==> src/rtl/sprite_reg_file.sv <==
// -----------------------------------------------------------------------------
// sprite_reg_file
//
// Avalon-MM slave register bank that sits between the CPU bus and the sprite
// controller. Software writes sprite descriptors into three pending registers
// and arms a commit. At the first cycle of vertical blank the pending set is
// copied into the active descriptor outputs in one clock. The sprite
// controller only ever sees a complete set, so sprites never tear mid-frame.
// The block also counts frames and raises a level vblank interrupt.
//
// Descriptor format (pending and active):
//   {dim[31:25], id[24:20], y[19:10], x[9:0]}
// An all-zero descriptor has dim=0 and is not displayed.
//
// Address map (word addresses):
//   0..2  pending[n]           R/W
//   3     CTRL                 W: bit0 armed (value), bit1 W1C irq_pending,
//                                 bit2 irq_enable
//                              R: {frame_count[15:0], 13'b0, irq_enable,
//                                  irq_pending, armed}
//   4     ACTIVE0              R: active descriptor 0 (sprite1), writes ignored
//   5..7  reserved             R: 0, writes ignored
//
// Ports:
//   clk         system clock, same domain as the VGA timing counters
//   reset       asynchronous, active-low reset
//   chipselect  Avalon slave select; bus strobes are ignored without it
//   write       Avalon write strobe
//   read        Avalon read strobe
//   address     word address [2:0]
//   writedata   write data [31:0]
//   readdata    registered read data [31:0], read latency 1, holds otherwise
//   irq         level interrupt: irq_pending && irq_enable
//   VGA_VCOUNT  current scanline [9:0] from the VGA timing generator
//   sprite1..3  active descriptors 0..2 [31:0]
//
// Parameters:
//   VACTIVE     first VGA_VCOUNT value that is vertical blank
//   FRAME_W     frame counter width, at most 16
// -----------------------------------------------------------------------------
module sprite_reg_file #(
    parameter int VACTIVE = 480,
    parameter int FRAME_W = 16
) (
    input  logic        clk,
    input  logic        reset,
    input  logic        chipselect,
    input  logic        write,
    input  logic        read,
    input  logic [2:0]  address,
    input  logic [31:0] writedata,
    output logic [31:0] readdata,
    output logic        irq,
    input  logic [9:0]  VGA_VCOUNT,
    output logic [31:0] sprite1,
    output logic [31:0] sprite2,
    output logic [31:0] sprite3
);

    localparam logic [9:0] VBLANK_LINE = 10'(VACTIVE);

    localparam logic [2:0] ADDR_PEND0   = 3'd0;
    localparam logic [2:0] ADDR_PEND1   = 3'd1;
    localparam logic [2:0] ADDR_PEND2   = 3'd2;
    localparam logic [2:0] ADDR_CTRL    = 3'd3;
    localparam logic [2:0] ADDR_ACTIVE0 = 3'd4;

    localparam int NUM_SPRITES = 3;

    // Register state
    logic [31:0]        pending [NUM_SPRITES];
    logic               armed;
    logic               irq_pending;
    logic               irq_enable;
    logic [FRAME_W-1:0] frame_count;
    logic               vblank_q;

    // Decoded bus strobes and vblank events
    logic               wr_en;
    logic               rd_en;
    logic               ctrl_wr;
    logic [NUM_SPRITES-1:0] pend_wr;
    logic               in_vblank;
    logic               vblank_start;
    logic               commit;
    logic [15:0]        frame_count_ext;
    logic [31:0]        ctrl_word;
    logic [31:0]        read_word;

    // Bus strobes only count while the slave is selected.
    always_comb begin
        wr_en   = chipselect && write;
        rd_en   = chipselect && read;
        ctrl_wr = wr_en && (address == ADDR_CTRL);
        pend_wr = '0;
        pend_wr[0] = wr_en && (address == ADDR_PEND0);
        pend_wr[1] = wr_en && (address == ADDR_PEND1);
        pend_wr[2] = wr_en && (address == ADDR_PEND2);
    end

    // vblank_start is a one-cycle pulse on the first cycle that the scanline
    // is inside vertical blank. Because vblank_q clears on reset, a release in
    // the middle of blank is seen as a fresh start on the first cycle.
    // The commit uses the registered armed bit, so a CTRL write landing on the
    // same edge can neither create nor cancel this frame's commit.
    always_comb begin
        in_vblank    = (VGA_VCOUNT >= VBLANK_LINE);
        vblank_start = in_vblank && !vblank_q;
        commit       = vblank_start && armed;
    end

    // Edge detector history for vblank.
    always_ff @(posedge clk or negedge reset) begin
        if (!reset) begin
            vblank_q <= 1'b0;
        end else begin
            vblank_q <= in_vblank;
        end
    end

    // Pending descriptors. A write on the commit edge lands here only; the
    // active outputs take the value from before the write.
    always_ff @(posedge clk or negedge reset) begin
        if (!reset) begin
            for (int i = 0; i < NUM_SPRITES; i++) begin
                pending[i] <= '0;
            end
        end else begin
            for (int i = 0; i < NUM_SPRITES; i++) begin
                if (pend_wr[i]) begin
                    pending[i] <= writedata;
                end
            end
        end
    end

    // Active descriptors change only on a commit or on reset.
    always_ff @(posedge clk or negedge reset) begin
        if (!reset) begin
            sprite1 <= '0;
            sprite2 <= '0;
            sprite3 <= '0;
        end else if (commit) begin
            sprite1 <= pending[0];
            sprite2 <= pending[1];
            sprite3 <= pending[2];
        end
    end

    // Arm flag. An explicit CTRL write takes priority over the self-clear
    // from a commit, so arming on the vblank edge schedules the next frame.
    always_ff @(posedge clk or negedge reset) begin
        if (!reset) begin
            armed <= 1'b0;
        end else if (ctrl_wr) begin
            armed <= writedata[0];
        end else if (commit) begin
            armed <= 1'b0;
        end
    end

    // Interrupt state. Setting on vblank_start wins over a coincident W1C so
    // a frame event is never lost.
    always_ff @(posedge clk or negedge reset) begin
        if (!reset) begin
            irq_pending <= 1'b0;
            irq_enable  <= 1'b0;
        end else begin
            if (vblank_start) begin
                irq_pending <= 1'b1;
            end else if (ctrl_wr && writedata[1]) begin
                irq_pending <= 1'b0;
            end
            if (ctrl_wr) begin
                irq_enable <= writedata[2];
            end
        end
    end

    // Frame counter, wraps naturally at 2**FRAME_W.
    always_ff @(posedge clk or negedge reset) begin
        if (!reset) begin
            frame_count <= '0;
        end else if (vblank_start) begin
            frame_count <= frame_count + FRAME_W'(1);
        end
    end

    // Read multiplexer. Reads have no side effects.
    always_comb begin
        frame_count_ext = 16'(frame_count);
        ctrl_word       = {frame_count_ext, 13'b0, irq_enable, irq_pending, armed};
        read_word       = '0;
        case (address)
            ADDR_PEND0:   read_word = pending[0];
            ADDR_PEND1:   read_word = pending[1];
            ADDR_PEND2:   read_word = pending[2];
            ADDR_CTRL:    read_word = ctrl_word;
            ADDR_ACTIVE0: read_word = sprite1;
            default:      read_word = '0;
        endcase
    end

    // Registered read data; holds its value between reads.
    always_ff @(posedge clk or negedge reset) begin
        if (!reset) begin
            readdata <= '0;
        end else if (rd_en) begin
            readdata <= read_word;
        end
    end

    assign irq = irq_pending && irq_enable;

endmodule

==> config.mk <==
export PLATFORM = sky130hd
export DESIGN_NAME = sprite_reg_file
export DESIGN_NICKNAME = d
export VERILOG_FILES = /design/src/rtl/sprite_reg_file.sv
export SDC_FILE = /design/constraint.sdc
export NUM_CORES = 1
export LEC_CHECK = 0
export BUFFER_PORTS_ARGS = -buffer_cell sky130_fd_sc_hd__buf_2
export CAP_MARGIN = 20
export CORE_MARGIN = 1.5
export CORE_UTILIZATION = 35
export CTS_BUF_LIST = sky130_fd_sc_hd__clkbuf_2 sky130_fd_sc_hd__clkbuf_4 sky130_fd_sc_hd__clkbuf_8
export DETAILED_ROUTE_END_ITERATION = 10
export PLACE_DENSITY = 0.64
export SYNTH_ARGS = -nofsm -noshare
export SYNTH_HDL_FRONTEND = slang
export SYNTH_SLANG_ARGS = --single-unit
==> constraint.sdc <==
create_clock -name clk -period 2.84 [get_ports clk]
set_input_delay 0.71 -clock clk [delete_from_list [all_inputs] [get_ports clk]]
set_output_delay 0.71 -clock clk [all_outputs]
set_load 0.05 [all_outputs]
=== Word level (Yosys, flattened, before mapping) ===
Cells that the tools add are included.

* Flip-flop bits (word level): 244
* Bits of input ports: 50
* Output and inout bits: 129
* Word-level logic and storage cells: 37

* Add/subtract/negate cells: 1
* Order comparisons: 1
* Eq/ne operators: 4
* Mux-type cells: 5
* Reduce and logical (&&, ||, !) cells: 14

{| class="wikitable"
|+ Operator list
! cell !! number
|-
| 32-bit case mux with 5 select lines || 1
|-
| 16-bit by 1-bit adder with 16-bit output, second input constant || 1
|-
| 10-bit by 9-bit greater-or-equal comparator with 1-bit output, second input constant || 1
|-
| 1-bit logical AND || 10
|-
| 3-bit by 2-bit == test with 1-bit output, second input constant || 2
|-
| 1-bit 2-to-1 mux || 4
|-
| 2-bit nonzero test || 2
|-
| 3-bit by 1-bit == test with 1-bit output, second input constant || 1
|-
| 3-bit == test, second input constant || 1
|-
| 3-bit logical NOT || 1
|-
| 1-bit logical NOT || 1
|}

=== Logic depth before layout (Yosys ltp) ===
* Depth in word-level cells: 5
* Gate-level depth with buffers: 7
* Mapped depth without buffers: 5

=== Worst setup path after synthesis ===
Ideal clock, no wire load.

* Path type: input -> register
* From: input port VGA_VCOUNT[5]
* To: register sprite1[0]
* Library setup time: 0.125 ns
* Arrival time: 1.912 ns
* Setup slack: 0.803 ns
* Cell stages on the path: 7
* Buffers on the path: 3
* Cells stage by stage: a41oi_4 nor2_4 and2_4 buf_6 buf_8 buf_12 mux2_4

* Word-level cells in the longest chain between the ends: 3

{| class="wikitable"
|+ RTL lines
! item !! line !! text
|-
| from (decl) || 54 || <nowiki>input logic [9:0] VGA_VCOUNT,</nowiki>
|-
| 10-bit by 9-bit greater-or-equal comparator with 1-bit output || 107 || <nowiki>in_vblank = (VGA_VCOUNT >= VBLANK_LINE);</nowiki>
|-
| 1-bit logical AND || 108 || <nowiki>vblank_start = in_vblank && !vblank_q;</nowiki>
|-
| 1-bit logical AND || 109 || <nowiki>commit = vblank_start && armed;</nowiki>
|-
| to (signal assigned) || 144 || <nowiki>sprite1 <= pending[0];</nowiki>
|-
| to (decl) || 55 || <nowiki>output logic [31:0] sprite1,</nowiki>
|}

Every way passes these cells.
A chain may end at the register's enable or synchronous reset.

=== Worst setup path in the final report ===
* From: register irq_enable
* To: output port irq

* Word-level cells in the longest chain between the ends: 1

{| class="wikitable"
|+ RTL lines
! item !! line !! text
|-
| from (decl) || 74 || <nowiki>logic irq_enable;</nowiki>
|-
| from (signal assigned) || 175 || <nowiki>irq_enable <= writedata[2];</nowiki>
|-
| 1-bit logical AND || 213 || <nowiki>assign irq = irq_pending && irq_enable;</nowiki>
|-
| to (decl) || 53 || <nowiki>output logic irq,</nowiki>
|}

Every way passes these cells.

==> impl_metrics.env <==
export IMPL_cts_hold_buf=0
export IMPL_setup_worst_path_start_class="flop"
export IMPL_ant_nets=0
export IMPL_dp_cells=1271
export IMPL_fin_ws_ns=0.8145
export IMPL_skew_ns=0.01779
export IMPL_cp_data_required_time_ns=2.13
export IMPL_multi_input_area_um2=4048
export IMPL_first_pass_iters=5
export IMPL_grt_pass1_vias=7058
export IMPL_r2r_end="sprite3[22]"
export IMPL_p_leak_nw=6.154
export IMPL_r2r_setup_slack_ns=1.02
export IMPL_routed_wl_um=26100
export IMPL_ys_async_sr_fraction_pct=100.0
export IMPL_cts_htree_levels=2
export IMPL_grt_usage_pct=17.22
export IMPL_status="completed"
export IMPL_hold_viol=0
export IMPL_vias_per_cell=5.049
export IMPL_gp_congestion=0.7375
export IMPL_hp_class="input pin to async pin"
export IMPL_grt_pass1_wl_um=41230
export IMPL_clk_pin_slew_ns=0.06
export IMPL_die_w_um=175.6
export IMPL_fmax_mhz=493.7
export IMPL_dp_hpwl_um=17290
export IMPL_cp_cell_sequence="and2_1 -> buf_2"
export IMPL_drc=0
export IMPL_synth_edff_count=0
export IMPL_reg2regPathDepth=4
export IMPL_r2r_start="vblank_q"
export IMPL_utilization_pct=43.12
export IMPL_seqCellArea_um2=6106
export IMPL_fin_nets=978
export IMPL_crit_buf_inv=1
export IMPL_wire_per_inst_um=19.36
export IMPL_crit_fanout=3
export IMPL_dp_slack_ns=0.3213
export IMPL_n_fill_cell=2768
export IMPL_coreArea_um2=29480
export IMPL_rsz0062_at_grt="false"
export IMPL_min_period_ns=2.025
export IMPL_num_rows=63
export IMPL_ioPinCount=179
export IMPL_first_iter_violations=309
export IMPL_cp_end_kind="output pin"
export IMPL_maxSlewHeadroom_pct=50.37
export IMPL_postCtsResizedCells=0
export IMPL_fin_cells=1348
export IMPL_fp_dieH_um=175.6
export IMPL_synthAdderAreaFrac_pct=0.1200
export IMPL_tightest_slew_ns=0.7444
export IMPL_synth_xor_area_share_pct=1.260
export IMPL_layout_common_cells="244 x dfrtp_1, 172 x buf_2, 171 x mux2_2, 54 x clkbuf_8, 53 x nor2_1"
export IMPL_synthFlopType="dfrtp_1"
export IMPL_cpMaxStageDelayCell="dfrtp_1"
export IMPL_clockRootBuffer="clkbuf_8"
export IMPL_grt_max_degree=93
export IMPL_syn_area_um2=10430
export IMPL_cts_sinks=244
export IMPL_die_area_um2=30840
export IMPL_synth_compound_area_share_pct=6.574
export IMPL_synth_distinct_cells=41
export IMPL_critPathMaxStageDelay_ns=0.35
export IMPL_syn_to_final_growth_pct=21.89
export IMPL_cts_tree="done"
export IMPL_cts_setup_buffers=0
export IMPL_crit_family="flip-flops"
export IMPL_drv_cap=0
export IMPL_layout_drive_gt1_share_pct=52.04
export IMPL_finalCritPeriodShare_pct=71.32
export IMPL_cts_buffers_inserted=42
export IMPL_antenna_found_initial=3
export IMPL_ys_ff_latch=244
export IMPL_synthSimpleGateAreaFrac_pct=4.858
export IMPL_tns_ns=0
export IMPL_maxSlewViolCount=0
export IMPL_synth_warnings=0
export IMPL_postSynthAreaPerCell_um2=14.35
export IMPL_final_common_cell="dfrtp_1"
export IMPL_powerDensity_nw_per_um2=880.6
export IMPL_portBuffers=173
export IMPL_postSynthCellCount=727
export IMPL_syn_num_nets=778
export IMPL_num_vias=6806
export IMPL_overflow=0
export IMPL_synth_area_mux_share_pct=25.79
export IMPL_yosysSeqAreaShare_pct=58.54
export IMPL_clk_latency_ns=0.53
export IMPL_clk_path_buf_depth=3
export IMPL_start_util_pct=35.38
export IMPL_vdd_drop_max_v=0.0005462
export IMPL_synth_top_family_by_area="multiplexers"
export IMPL_setup_viol=0
export IMPL_worstPathArrival_ns=1.32
export IMPL_path_class="flop to output pin"
power breakdown:
part | total, mW | internal, mW | switching, mW
clock | 3.30 | 1.93 | 1.37
combinational | 3.09 | 1.06 | 2.03
sequential | 4.80 | 4.23 | 0.571
kinds of logic (layout without fill, tap and decap cells):
group | count (synthesis) | after routing
flops | 244 | 244
mux | 226 | 226
simple gates | 107 | 107
compound gates | 86 | 86
buf+inv | 48 | 278
xor+xnor | 15 | 15
fa+ha+maj | 1 | 1
other cells | 0 | 1
worst max path at each step:
stage	start	end	slack, ns	cells past startpoint
after CTS	irq_enable	irq	0.76	2
after detailed placement	address[2]	readdata[18]	0.32	5
final	irq_enable	irq	0.81	2
after global placement	address[2]	readdata[18]	0.36	5
after global routing	address[2]	readdata[9]	0.73	7
after floorplan	VGA_VCOUNT[5]	sprite1[0]	0.80	7
through the flow:
| step | total power [mW] | hold WS [ns] | instance area [um^2] |
|---|---|---|---|
| 4_1_cts | 11.34 | 0.2138 | 12680 |
| 6_report | 11.20 | 0.1692 | 12710 |
| 5_1_grt | 11.74 | 0.2378 | 12710 |
| 2_1_floorplan | 7.053 | 0.4144 | 10430 |
| 3_5_place_dp | 7.972 | 0.4713 | 11790 |
| 3_3_place_gp | 7.902 | 0.4667 | 11790 |
routing by layer:
layer  routed length (um)  track usage [%]  vias up
li1                     -                -     3064
met1                11660            22.84     3480
met2                11850            27.32      220
met3                 2152            5.455       38
met4                  425            4.309        4
met5                   17                0        -
cell usage after synthesis (2+ instances only):
| cell type | number | share of area (%) |
|---|---|---|
| mux2_2 | 171 | 18 |
| buf_4 | 2 | 0.14 |
| nand2_1 | 12 | 0.43 |
| xnor2_1 | 12 | 1.0 |
| nand3_1 | 5 | 0.24 |
| a32oi_1 | 13 | 1.1 |
| a22oi_1 | 36 | 2.6 |
| a211o_1 | 19 | 1.6 |
| buf_2 | 21 | 1.0 |
| nor2_1 | 55 | 2.0 |
| mux2i_1 | 13 | 1.2 |
| dfrtp_1 | 244 | 59 |
| or3_1 | 13 | 0.78 |
| clkbuf_1 | 14 | 0.50 |
| nor3_1 | 2 | 0.096 |
| buf_1 | 3 | 0.11 |
| a21oi_1 | 2 | 0.096 |
| a31oi_1 | 13 | 0.78 |
| buf_12 | 4 | 0.77 |
| and2_1 | 3 | 0.18 |
| xor2_1 | 3 | 0.25 |
| nand4_1 | 6 | 0.36 |
| nor2b_1 | 3 | 0.18 |
| mux2_4 | 40 | 5.8 |
| nor4_1 | 2 | 0.12 |
worst reg2reg max path: cells and delay by family (launching register included):
kind          cells  cell delay (ns)
simple gates      2             0.48
flops             1             0.44
buf+inv           1             0.33
mux               1             0.45
area by class of cell:
| type | instances | share of cell area (%) |
|---|---|---|
| Sequential cell | 244 | 48.03 |
| Multi-Input combinational cell | 435 | 31.84 |
| Timing Repair Buffer | 202 | 9.212 |
| Clock buffer | 72 | 6.909 |
| Tap cell | 390 | 3.838 |
| Clock inverter | 2 | 0.09842 |
| Inverter | 2 | 0.05905 |
| Antenna cell | 1 | 0.01968 |
sequential cells by signal, indices dropped and copies added, names as in the netlist:
signal       flops
pending         96
readdata        32
sprite1         32
sprite2         32
sprite3         32
frame_count     16
armed            1
irq_enable       1
irq_pending      1
vblank_q         1
Power figures use the tool's default switching activity.
